===== src/rtl/pri_enc_pkg.sv =====
// Shared definitions for the registered priority encoder.
// Provides the default request width and the MSB-index helper used by the core.
package pri_enc_pkg;

  localparam int PRI_N_DEFAULT = 8;
  localparam int PRI_W_DEFAULT = $clog2(PRI_N_DEFAULT);

  // Highest set bit wins; an all-zero vector returns 0 and is disambiguated by valid.
  function automatic logic [PRI_W_DEFAULT-1:0] msb_index(input logic [PRI_N_DEFAULT-1:0] v);
    logic [PRI_W_DEFAULT-1:0] idx;
    idx = '0;
    for (int i = 0; i < PRI_N_DEFAULT; i++) begin
      if (v[i]) idx = i[PRI_W_DEFAULT-1:0];
    end
    return idx;
  endfunction

endpackage


===== src/rtl/pri_enc_core.sv =====
// Combinational next-state logic for priority_encoder: MSB-first index, valid, and optional one-hot.
// The one-hot output exists only when PRI_EN_ONEHOT_EN is defined.
module pri_enc_core
  import pri_enc_pkg::*;
#(
  parameter int N = PRI_N_DEFAULT,
  localparam int W = $clog2(N)
) (
  input  logic [N-1:0] d,
  input  logic         en,
`ifdef PRI_EN_ONEHOT_EN
  output logic [N-1:0] next_onehot,
`endif
  output logic [W-1:0] next_y,
  output logic         next_valid
);

  logic [W-1:0] raw_idx;
  logic         any_req;

  assign any_req = |d;

  generate
    if (N == PRI_N_DEFAULT) begin : g_pkg_idx
      assign raw_idx = msb_index(d);
    end else begin : g_loop_idx
      always_comb begin
        raw_idx = '0;
        for (int i = 0; i < N; i++) begin
          if (d[i]) raw_idx = i[W-1:0];
        end
      end
    end
  endgenerate

  // Disabled or empty requests both present as an idle index of 0.
  always_comb begin
    next_valid = en & any_req;
    next_y     = next_valid ? raw_idx : '0;
  end

`ifdef PRI_EN_ONEHOT_EN
  always_comb begin
    next_onehot = '0;
    if (next_valid) next_onehot[next_y] = 1'b1;
  end
`endif

endmodule


===== src/rtl/priority_encoder.sv =====
// Registered N-to-log2(N) priority encoder, highest index wins, one cycle latency.
// Define PRI_EN_ONEHOT_EN to add a registered one-hot copy of the winning index.
module priority_encoder
  import pri_enc_pkg::*;
#(
  parameter int N = PRI_N_DEFAULT,
  localparam int W = $clog2(N)
) (
  input  logic         clk,
  input  logic         rst_n,
  input  logic [N-1:0] d,
  input  logic         en,
`ifdef PRI_EN_ONEHOT_EN
  output logic [N-1:0] onehot,
`endif
  output logic [W-1:0] y,
  output logic         valid
);

  logic [W-1:0] next_y;
  logic         next_valid;

`ifdef PRI_EN_ONEHOT_EN
  logic [N-1:0] next_onehot;
`endif

  pri_enc_core #(.N(N)) u_core (
    .d          (d),
    .en         (en),
`ifdef PRI_EN_ONEHOT_EN
    .next_onehot(next_onehot),
`endif
    .next_y     (next_y),
    .next_valid (next_valid)
  );

  always_ff @(posedge clk or negedge rst_n) begin
    if (!rst_n) begin
      y     <= '0;
      valid <= 1'b0;
    end else begin
      y     <= next_y;
      valid <= next_valid;
    end
  end

`ifdef PRI_EN_ONEHOT_EN
  always_ff @(posedge clk or negedge rst_n) begin
    if (!rst_n) onehot <= '0;
    else        onehot <= next_onehot;
  end
`endif

endmodule


===== config.mk =====
export PLATFORM = sky130hd
export DESIGN_NAME = priority_encoder
export DESIGN_NICKNAME = d
export VERILOG_FILES = /design/src/rtl/pri_enc_pkg.sv /design/src/rtl/pri_enc_core.sv /design/src/rtl/priority_encoder.sv
export SDC_FILE = /design/constraint.sdc
export NUM_CORES = 1
export LEC_CHECK = 0
export ABC_AREA = 1
export BUFFER_PORTS_ARGS = -buffer_cell sky130_fd_sc_hd__buf_2
export CAP_MARGIN = 10
export CORE_AREA = 2 2 39 41
export DETAILED_ROUTE_END_ITERATION = 8
export DIE_AREA = 0 0 41 43
export GPL_TIMING_DRIVEN = 0
export SLEW_MARGIN = 20
export SYNTH_ARGS = -nofsm -noshare
export SYNTH_HDL_FRONTEND = slang
export SYNTH_HIERARCHICAL = 1
export SYNTH_SLANG_ARGS = --single-unit

===== constraint.sdc =====
create_clock -name clk -period 0.9 [get_ports clk]
set_input_delay 0.135 -clock clk [delete_from_list [all_inputs] [get_ports clk]]
set_output_delay 0.135 -clock clk [all_outputs]
set_load 0.02 [all_outputs]

Word-level counts from Yosys, hierarchy flattened --
Cells that the tools add are included.
Operators by class: mux-type cells 8, bitwise gates (word level) 1, reductions and logical operators 1
Operator list (number):
- 3-bit two-way mux | 5
- 8-bit OR reduction | 1
- 2-bit two-way mux | 2
- 1-bit bitwise AND | 1
- 1-bit two-way mux | 1
Word-level totals: register bits after elaboration 4, input bits 11, output and inout bits 4, word-level logic and storage cells 12

Longest topological paths before layout --
word-level depth 8, gate-level depth with buffers 7, depth with buffers taken out 7

Hierarchy --
Netlist, hierarchy kept.
By module, submodules not included:
- priority_encoder | instances 1, cells an instance 4, area an instance 100.1 sq um, sequential area each 100.1 sq um
- pri_enc_core | instances 1, cells an instance 22, area an instance 98.8 sq um, sequential area each 0.0 sq um

Least setup slack after synthesis --
Ideal clock, no wire load.
path type input to register, start input port d[7], end register y[0], library setup time 0.126 ns, arrival time 0.545 ns, required time 0.774 ns, path slack 0.229 ns, stages 4, buffers on the path 0, path through nor2_2 nand2_1 o21ai_2 a21oi_1
Between the ends: word-level cells in the longest chain between the ends 3, elaborated cells on any way between the ends 4, classes of those cells mux: 2; bitwise: 1; reduce/logical: 1
Ends and longest elaborated chain:
- start, declared | RTL line priority_encoder.sv:11 | input logic [N-1:0] d,
- 8-bit OR reduction | RTL line pri_enc_core.sv:21 | assign any_req = |d;
- 1-bit bitwise AND | RTL line pri_enc_core.sv:38 | next_valid = en & any_req;
- 3-bit two-way mux * | RTL line pri_enc_core.sv:39 | next_y = next_valid ? raw_idx : '0;
- net next_y[0] | RTL line priority_encoder.sv:20 | logic [W-1:0] next_y;
- end signal, assigned | RTL line priority_encoder.sv:42 | y <= next_y;
- end, declared | RTL line priority_encoder.sv:16 | output logic [W-1:0] y,
Mark *: on every way through the listed nets, which the timed path passes. The rest lies on a longest branch.

Worst setup path in the final report --
start register y[0], end output port y[0]
No word-level cell between the ends.

==> impl_metrics.json <==
{
  "status": "completed",
  "switchingPower_uw": 118,
  "whs_endpoint": "valid",
  "crit_fanout": 1,
  "pwr-share-seq_pct": 39.1,
  "p_comb_share_pct": 18.0,
  "synth_seq_cells": 4,
  "place_hpwl_um": 371,
  "synthCells": 26,
  "cts_tree": "done",
  "cp_cell_sequence": "buf_2",
  "critPathArrivalTime_ns": 0.72,
  "drt.antenna.violating_nets": 0,
  "cts.clk_slew.worst_paths_ns": 0.04,
  "wl_per_cell_um": 7.17,
  "drc": 0,
  "dieArea_mm2": 0.00176,
  "core_mm2": 0.00138,
  "clockBufferDepth": 2,
  "start_util_pct": 14.4,
  "ys_seq_area_share_pct": 50.3,
  "cp-end-kind": "output pin",
  "grt.overflow.total": 0,
  "slowest_stage": "dfrtp_1",
  "rsz0062_at_grt": "no",
  "drv_slew": 0,
  "gp_congestion": 0.694,
  "yosys-top-cells-area": "dfrtp_1, inv_1, nand2_1",
  "fmax_mhz": 1160,
  "p_int_uw": 379,
  "track_usage_pct": 5.83,
  "synth_top_area_share_pct": 50.3,
  "cts-root-buf": "clkbuf_4",
  "vdd_drop_max_v": 0.000268,
  "clkSinkCount": 4,
  "slew_headroom_pct": 88.9,
  "finalSetupViolCount": 0,
  "post-route-period-util_pct": 95.4,
  "drt_iter0_drc": 1,
  "wirelength_um": 430,
  "via_per_inst": 3.53,
  "port_buffers": 14,
  "cp.required_ns": 0.76,
  "cts_resized": 0,
  "synthDistinctLibCells": 9,
  "hp-start": "en",
  "synth_top_area_cell": "dfrtp_1",
  "grt_max_degree": 5,
  "ys_warn_count": 6,
  "tns_ns": 0,
  "min_path_type": "in -> reg",
  "rows": 14,
  "clkPwrFrac_pct": 43.0,
  "power_density_mw_per_mm2": 1540,
  "final_common_cell": "buf_2",
  "firstDrtPassIters": 2,
  "finalNetCount": 57,
  "worstSetupStartpointType": "flop",
  "leakagePower_uw": 0.000188,
  "drv_cap": 0,
  "p_sw_share_pct": 23.7,
  "layout_common_cells": "buf_2, inv_1, nand2_1",
  "antenna_found_initial": 0,
  "syn_area_um2": 199,
  "synth_nets": 37,
  "worst_path_dominant_cell_family": "flip-flops",
  "hold_violations": 0,
  "fp.dieW_um": 41,
  "synthToLayoutAreaGrowth_pct": 61.6,
  "h-tree-depth": 1,
  "cts_buffers": 3,
  "period_needed_ns": 0.858,
  "grt_pass1_vias": 179,
  "worstHoldPathCells": 3,
  "whs_ns": 0.136,
  "die_y_um": 43,
  "placed_area_um2": 289,
  "drive_gt1_share_pct": 45.5,
  "crit_type": "reg -> out",
  "vias": 212,
  "tightest_slew_ns": 0.164,
  "grt_first_pass_wirelength_um": 607,
  "antenna_cells": 0,
  "finalInstanceArea_um2": 322,
  "syn-mean-instance-area_um2": 7.65,
  "critical_path_buf_inv_count": 1,
  "max_stage_delay_ns": 0.34,
  "io_pins": 15
}
==> repair_timing <==
action | CTS | global route
setup buffers | 0 | 0
endpoints found under the hold margin | 4 | 0
hold buffers | 1 | 0
==> through the flow <==
| step | std cells | util, % | total power [uW] | worst slack (ns) |
|---|---|---|---|---|
| floorplan | 26 | - | 239 | 0.229 |
| global placement | 56 | 20.9 | 281 | 0.0624 |
| detailed placement | 56 | 20.9 | 283 | 0.0262 |
| CTS | 60 | 23.2 | 514 | 0.0271 |
| global route | 60 | 23.2 | 532 | 0.00908 |
| finish | 60 | 23.2 | 496 | 0.0416 |
==> power groups by stage <==
stage	combinational [uW]	clock, uW	sequential [uW]
after floorplan	26.8	0	212
after global placement	84.4	0	196
after detailed placement	87.0	0	196
after CTS	90.8	230	194
after global routing	101	237	194
final	89.1	213	194
==> layer usage <==
metal,track usage (%),part of all wire [%],vias up
met2,7.81,53,11
met1,4.84,35,87
li1,-,-,114
met3,0,11,0
met4,12.0,0,0
met5,0,0,-
==> cell type report <==
class | instances | area (um^2)
fill | 159 | 1060
multi-input combinational | 15 | 72.6
timing repair buffer | 15 | 80.1
tap | 16 | 20.0
inverter | 7 | 26.3
sequential | 4 | 100
clock buffer | 3 | 22.5
==> synth_stat cells <==
cell     count
a21oi_1      3
inv_1        7
o21ai_0      1
nand3_1      1
o21ai_2      1
nor2_1       1
dfrtp_1      4
nor2_2       2
nand2_1      6
==> cell families after synthesis <==
logic type	synth area share, %
and+or+nand+nor	22.0
buffers and inverters	13.2
AOI/OAI and AO/OA	14.5
DFF	50.3
==> state kept, by name, summed over array words and instances, names as in the netlist <==
signal	cells
valid	1
y	3
==> how the worst max path moves through the flow <==
| stage | startpoint | slack [ns] | cells after the start | to |
|---|---|---|---|---|
| 3_3_place_gp | d[7] | 0.06 | 5 | y[0] |
| 2_1_floorplan | d[7] | 0.23 | 4 | y[0] |
| 5_1_grt | y[0] | 0.009 | 1 | y[0] |
| 6_report | y[0] | 0.04 | 1 | y[0] |
| 4_1_cts | y[0] | 0.03 | 1 | y[0] |
| 3_5_place_dp | d[7] | 0.03 | 5 | y[1] |
No activity file was read; power rests on OpenSTA's default activity.
